==> config.mk <==
export PLATFORM = sky130hd
export DESIGN_NAME = ex_alu_ctrl
export DESIGN_NICKNAME = d
export VERILOG_FILES = /design/src/rtl/rv_alu_pkg.sv /design/src/rtl/ex_target_gen.sv /design/src/rtl/ex_alu_ctrl.sv
export SDC_FILE = /design/constraint.sdc
export NUM_CORES = 1
export LEC_CHECK = 0
export ABC_AREA = 1
export ABC_CLOCK_PERIOD_IN_PS = 3380
export CORE_MARGIN = 2
export CORE_UTILIZATION = 55
export CTS_CLUSTER_SIZE = 16
export DETAILED_ROUTE_END_ITERATION = 10
export DONT_BUFFER_PORTS = 1
export GPL_ROUTABILITY_DRIVEN = 0
export PLACE_DENSITY = 0.66
export SYNTH_ARGS = -nofsm -noshare
export SYNTH_HDL_FRONTEND = slang
export SYNTH_HIERARCHICAL = 1
export SYNTH_SLANG_ARGS = --single-unit
==> constraint.sdc <==
create_clock -name clk -period 3.38 [get_ports clk]
set_clock_uncertainty 0.15 [all_clocks]
set_input_delay 0.845 -clock clk [delete_from_list [all_inputs] [get_ports clk]]
set_output_delay 0.845 -clock clk [all_outputs]
set_load 0.01 [all_outputs]
==> src/rtl/rv_alu_pkg.sv <==
// Shared ALU op codes, branch/jump helpers
// and EX controller state encoding.
package rv_alu_pkg;

  localparam int XLEN_DEF = 32;

  localparam logic [3:0] ALU_BEQ  = 4'b1001;
  localparam logic [3:0] ALU_BNE  = 4'b1010;
  localparam logic [3:0] ALU_BLT  = 4'b1011;
  localparam logic [3:0] ALU_BGE  = 4'b1100;
  localparam logic [3:0] ALU_JAL  = 4'b1101;
  localparam logic [3:0] ALU_JALR = 4'b1110;

  typedef enum logic {
    ST_RUN   = 1'b0,
    ST_FLUSH = 1'b1
  } ex_state_t;

  function automatic logic is_branch(
    input logic [3:0] sel
  );
    return (sel >= ALU_BEQ) &&
           (sel <= ALU_BGE);
  endfunction

  function automatic logic is_jump(
    input logic [3:0] sel
  );
    return (sel == ALU_JAL) ||
           (sel == ALU_JALR);
  endfunction

endpackage

==> src/rtl/ex_target_gen.sv <==
// Target/link adders for the EX stage.
// Ports: i_pc, i_rs1, i_imm in; o_pc_imm, o_jalr_tgt, o_pc4 out.
module ex_target_gen #(
  parameter int XLEN = 32
) (
  input  logic [XLEN-1:0] i_pc,
  input  logic [XLEN-1:0] i_rs1,
  input  logic [XLEN-1:0] i_imm,
  output logic [XLEN-1:0] o_pc_imm,
  output logic [XLEN-1:0] o_jalr_tgt,
  output logic [XLEN-1:0] o_pc4
);

  logic [XLEN-1:0] w_rs1_imm;

  assign o_pc_imm   = i_pc + i_imm;
  assign w_rs1_imm  = i_rs1 + i_imm;
  // JALR clears bit 0 of the target
  assign o_jalr_tgt = {w_rs1_imm[XLEN-1:1], 1'b0};
  assign o_pc4      = i_pc + XLEN'(4);

endmodule

==> src/rtl/ex_alu_ctrl.sv <==
// EX-stage controller: ALU operand select, EX/MEM slot,
// branch redirect and wrong-path squash.
// Ports: in_* ID/EX handshake, alu_* ALU, out_* EX/MEM,
// redirect_* one-cycle PC redirect.
module ex_alu_ctrl
  import rv_alu_pkg::*;
#(
  parameter int XLEN         = XLEN_DEF,
  parameter int FLUSH_CYCLES = 2
) (
  input  logic            clk,
  input  logic            rst,
  input  logic            in_valid,
  output logic            in_ready,
  input  logic [XLEN-1:0] in_pc,
  input  logic [XLEN-1:0] in_rs1,
  input  logic [XLEN-1:0] in_rs2,
  input  logic [XLEN-1:0] in_imm,
  input  logic [3:0]      in_alu_sel,
  input  logic            in_use_imm,
  input  logic            in_use_pc,
  input  logic [4:0]      in_rd,
  input  logic            in_wb_en,
  output logic [XLEN-1:0] alu_a,
  output logic [XLEN-1:0] alu_b,
  output logic [3:0]      alu_sel,
  input  logic [XLEN-1:0] alu_c,
  input  logic            alu_branch,
  output logic            out_valid,
  input  logic            out_ready,
  output logic [XLEN-1:0] out_result,
  output logic [4:0]      out_rd,
  output logic            out_wb_en,
  output logic            redirect_valid,
  output logic [XLEN-1:0] redirect_pc
);

  localparam int CW = $clog2(FLUSH_CYCLES + 1);

  ex_state_t       r_state;
  ex_state_t       w_state_nxt;
  logic [CW-1:0]   r_cnt;
  logic [CW-1:0]   w_cnt_nxt;

  logic            r_out_valid;
  logic [XLEN-1:0] r_out_result;
  logic [4:0]      r_out_rd;
  logic            r_out_wb_en;
  logic            r_redir_valid;
  logic [XLEN-1:0] r_redir_pc;

  logic            w_is_br;
  logic            w_is_jmp;
  logic            w_fire;
  logic            w_run_fire;
  logic [XLEN-1:0] w_pc_imm;
  logic [XLEN-1:0] w_jalr_tgt;
  logic [XLEN-1:0] w_pc4;

  ex_target_gen #(
    .XLEN (XLEN)
  ) u_tgt (
    .i_pc       (in_pc),
    .i_rs1      (in_rs1),
    .i_imm      (in_imm),
    .o_pc_imm   (w_pc_imm),
    .o_jalr_tgt (w_jalr_tgt),
    .o_pc4      (w_pc4)
  );

  assign w_is_br  = is_branch(in_alu_sel);
  assign w_is_jmp = is_jump(in_alu_sel);

  // Compares always use rs1/rs2 whatever
  // the decoder put on the use flags.
  always_comb begin
    alu_a = in_rs1;
    alu_b = in_rs2;
    unique case (1'b1)
      w_is_br: begin
        alu_a = in_rs1;
        alu_b = in_rs2;
      end
      default: begin
        alu_a = in_use_pc  ? in_pc  : in_rs1;
        alu_b = in_use_imm ? in_imm : in_rs2;
      end
    endcase
  end

  assign alu_sel = in_alu_sel;

  // Wrong-path fetches are dropped, so a
  // stalled slot never blocks the flush.
  assign in_ready = (r_state == ST_FLUSH) ||
                    !r_out_valid || out_ready;

  assign w_fire     = in_valid && in_ready;
  assign w_run_fire = w_fire && (r_state == ST_RUN);

  always_ff @(posedge clk or posedge rst) begin
    if (rst) begin
      r_state <= ST_RUN;
      r_cnt   <= '0;
    end else begin
      r_state <= w_state_nxt;
      r_cnt   <= w_cnt_nxt;
    end
  end

  always_comb begin
    w_state_nxt = r_state;
    w_cnt_nxt   = r_cnt;
    unique case (r_state)
      ST_RUN: begin
        if (w_fire && alu_branch) begin
          w_state_nxt = ST_FLUSH;
          w_cnt_nxt   = CW'(FLUSH_CYCLES);
        end
      end
      ST_FLUSH: begin
        if (w_fire) begin
          w_cnt_nxt = r_cnt - 1'b1;
          if (r_cnt == CW'(1))
            w_state_nxt = ST_RUN;
        end
      end
      default: begin
        w_state_nxt = ST_RUN;
        w_cnt_nxt   = '0;
      end
    endcase
  end

  always_ff @(posedge clk or posedge rst) begin
    if (rst) begin
      r_out_valid   <= 1'b0;
      r_out_result  <= '0;
      r_out_rd      <= '0;
      r_out_wb_en   <= 1'b0;
      r_redir_valid <= 1'b0;
      r_redir_pc    <= '0;
    end else begin
      r_redir_valid <= 1'b0;
      if (w_run_fire) begin
        r_out_valid  <= 1'b1;
        r_out_rd     <= in_rd;
        r_out_result <= w_is_jmp ? w_pc4 : alu_c;
        r_out_wb_en  <= in_wb_en && !w_is_br;
        if (alu_branch) begin
          r_redir_valid <= 1'b1;
          r_redir_pc    <=
            (in_alu_sel == ALU_JALR) ?
            w_jalr_tgt : w_pc_imm;
        end
      end else if (out_ready) begin
        r_out_valid <= 1'b0;
      end
    end
  end

  assign out_valid      = r_out_valid;
  assign out_result     = r_out_result;
  assign out_rd         = r_out_rd;
  assign out_wb_en      = r_out_wb_en;
  assign redirect_valid = r_redir_valid;
  assign redirect_pc    = r_redir_pc;

endmodule
==> impl_results.md <==
* Part of the cycle the worst path needs at 87.8%
* #FFs+latches synth at 75
* Detailed placement HPWL at 30,000 µm
* Required time of the critical path at 2380 ps
* First-pass DRT Iterations at 6
* Die footprint at 20,900 µm²
* Leak at 7.20 nW
* Hold Path Class: register to register
* GRT Total Usage at 34.0%
* Area of the multi-input gates at 7200 µm²
* Routed vias at 12,000
* Crit path capture type: output port
* Setup violations, final at 0
* RSZ-0062 raised after global routing: false
* PwrDens at 419 nW/µm²
* Core area at 19,400 µm²
* Clock-pin transition on the worst setup and hold timing paths at 70 ps
* DRT iter0 DRCs at 997
* Met1 usage at 45.2%
* Max-cap violation count at 0
* Clk sinks at 75
* Ports at 318
* Post-layout net count at 2,256
* Initial antenna violation count at 0
* Post-CTS Setup Inserts at 0
* Kind of critical path: input pin to output port
* Fill cells at 2,048
* Initial Util at 56.0%
* Syn nets at 2,290
* Via/cell ratio at 5.25
* Wire per inst at 16.2 µm
* DRT Wirelength at 37,000 µm
* Slew Viols, Final at 0
* FF+latch area at 1880 µm²
* Post-CTS resize count at 0
* Worst-path maximum fanout at 18
* Antenna fix cells at 0
* Most common cell after layout, fill and taps aside: nand2_1
* Mean post-synth cell area at 5.30 µm²
* Status: finished, final reports clean
* CTS Hold Bufs at 0
* GRT overflow at 0
* CTS Buf Count at 9
* Yosys warns at 6
* WP data arrival at 1970 ps
* GR peak layer: met2
* Peak supply drop at 0.246 mV
* Synth Cell Area at 10,900 µm²
* Final Critical Period at 2970 ps
* Fin util at 58.4%
* H-tree depth at 3
* Global-route wire length before repair at 54,600 µm
* Vias in the first global route at 10,400
* DRC at 0
* Largest net degree at the start of global routing at 65
* Commonest non-fill, non-tap cells in the layout: nand2_1, inv_1, nand3_1, nor2_1, dfrtp_1
* Die H at 144 µm
* GR Util met3 at 6.85%
* Fmax at 337 MHz
* CTS max path bufs at 2
* GR Util met2 at 55.0%
* Synthesized instance count at 2,048
* Fin. Hold Viols at 0
* Clk root buf: clkbuf_16
* Worst slew margin at 28.7%
* Slew at the pin closest to its max-slew limit at 1070 ps
* Row count at 51
* Post-synthesis sequential area ratio at 17.3%
* Die Wd at 144 µm
* Clock tree from TritonCTS: yes
* Synth unique cells at 34
* Clk_lat worst skew at 350 ps
* Final antenna-violating net count at 0
* Port bufs at 0
* Setup crit start kind: input pin
* Area Growth Syn to Fin at 4.30%
* Fin Setup TNS at 0 ps
* Share of cells above drive strength 1 at 3.12%
-- cell usage after synthesis (all sizes together) --
library cell | number | share of area, %
a21oi | 39 | 1.8
and2 | 1 | 0.058
and3 | 2 | 0.12
buf | 51 | 2.6
clkbuf | 16 | 0.56
conb | 1 | 0.035
dfrtp | 75 | 17
fa | 2 | 0.37
ha | 63 | 7.3
inv | 388 | 13
nand2 | 918 | 32
nand3 | 151 | 7.1
nand3b | 1 | 0.069
nand4 | 13 | 0.89
nor2 | 115 | 4.3
nor3 | 14 | 0.84
o21ai | 132 | 6.1
o21bai | 4 | 0.28
or2 | 1 | 0.058
xnor2 | 11 | 0.89
xor2 | 50 | 4.0
-- worst max-delay path, cell delays in order --
cell	delay, ps
inv_1	70
nand2_1	80
nand2_1	110
nand3_4	250
buf_4	290
o21ai_0	170
buf_4	150
-- final cells by class --
class | instances | area share, %
Sequential cell | 75 | 16.6
Tap cell | 265 | 2.93
Clock buffer | 9 | 1.99
Clock inverter | 7 | 0.508
Multi-Input combinational cell | 1518 | 63.6
Inverter | 388 | 12.9
Timing Repair Buffer | 22 | 1.57
-- registers in the layout, summed over array words and instances, names as in the netlist --
name / count
redirect_valid: 1
r_cnt: 2
out_valid: 1
redirect_pc: 32
out_wb_en: 1
out_result: 32
r_state: 1
out_rd: 5
-- per-stage QoR --
stage                     hold slack, ps  area, µm²  setup WS [ps]  cells  total power [mW]
after CTS                            360      11300            422   2284              4.74
after detailed placement             346      11000            429   2268              3.78
after floorplan                      316      10900            475   2048              3.30
after global placement               334      11000            468   2268              3.74
after global routing                 393      11300            324   2284              5.11
final                                368      11300            412   2284              4.75
-- report_power, final --
part	leakage, nW	switching (mW)	total [mW]	internal, mW
Sequential	0.931	0.537	1.86	1.33
Combinational	6.13	1.26	1.93	0.669
Clock	0.135	0.446	0.955	0.510
-- cells by family (layout without fill, tap and decap cells) --
logic type | count (synthesis) | count (layout) | synth area share [%]
AOI/OAI and AO/OA | 175 | 175 | 8.16
xor gates and xnor gates | 61 | 61 | 4.92
adders and majority gates | 65 | 65 | 7.63
buffers and inverters | 455 | 426 | 16.6
DFF | 75 | 75 | 17.3
other | 1 | 1 | 0.0345
and+or+nand+nor | 1216 | 1216 | 45.4
-- worst paths after layout --
| path | startpoint | to | slack (ps) | cells past startpoint |
|---|---|---|---|---|
| max | in_alu_sel[1] | alu_a[0] | 410 | 7 |
| min | r_state | r_state | 370 | 2 |
| max reg2reg | out_valid | redirect_pc[5] | 1800 | 6 |
| min reg2reg | r_state | r_state | 370 | 2 |
| max in group asynchronous | rst | out_result[8] | 1880 | 2 |
| min in group asynchronous | rst | redirect_pc[18] | 460 | 1 |
-- routing by layer --
metal  part of all wire, %  vias up
li1                      -     6104
met1                    44     5327
met2                    45      509
met3                   9.0       55
met4                   2.7        0
met5                     0        -
Power figures use the tool's default switching activity.
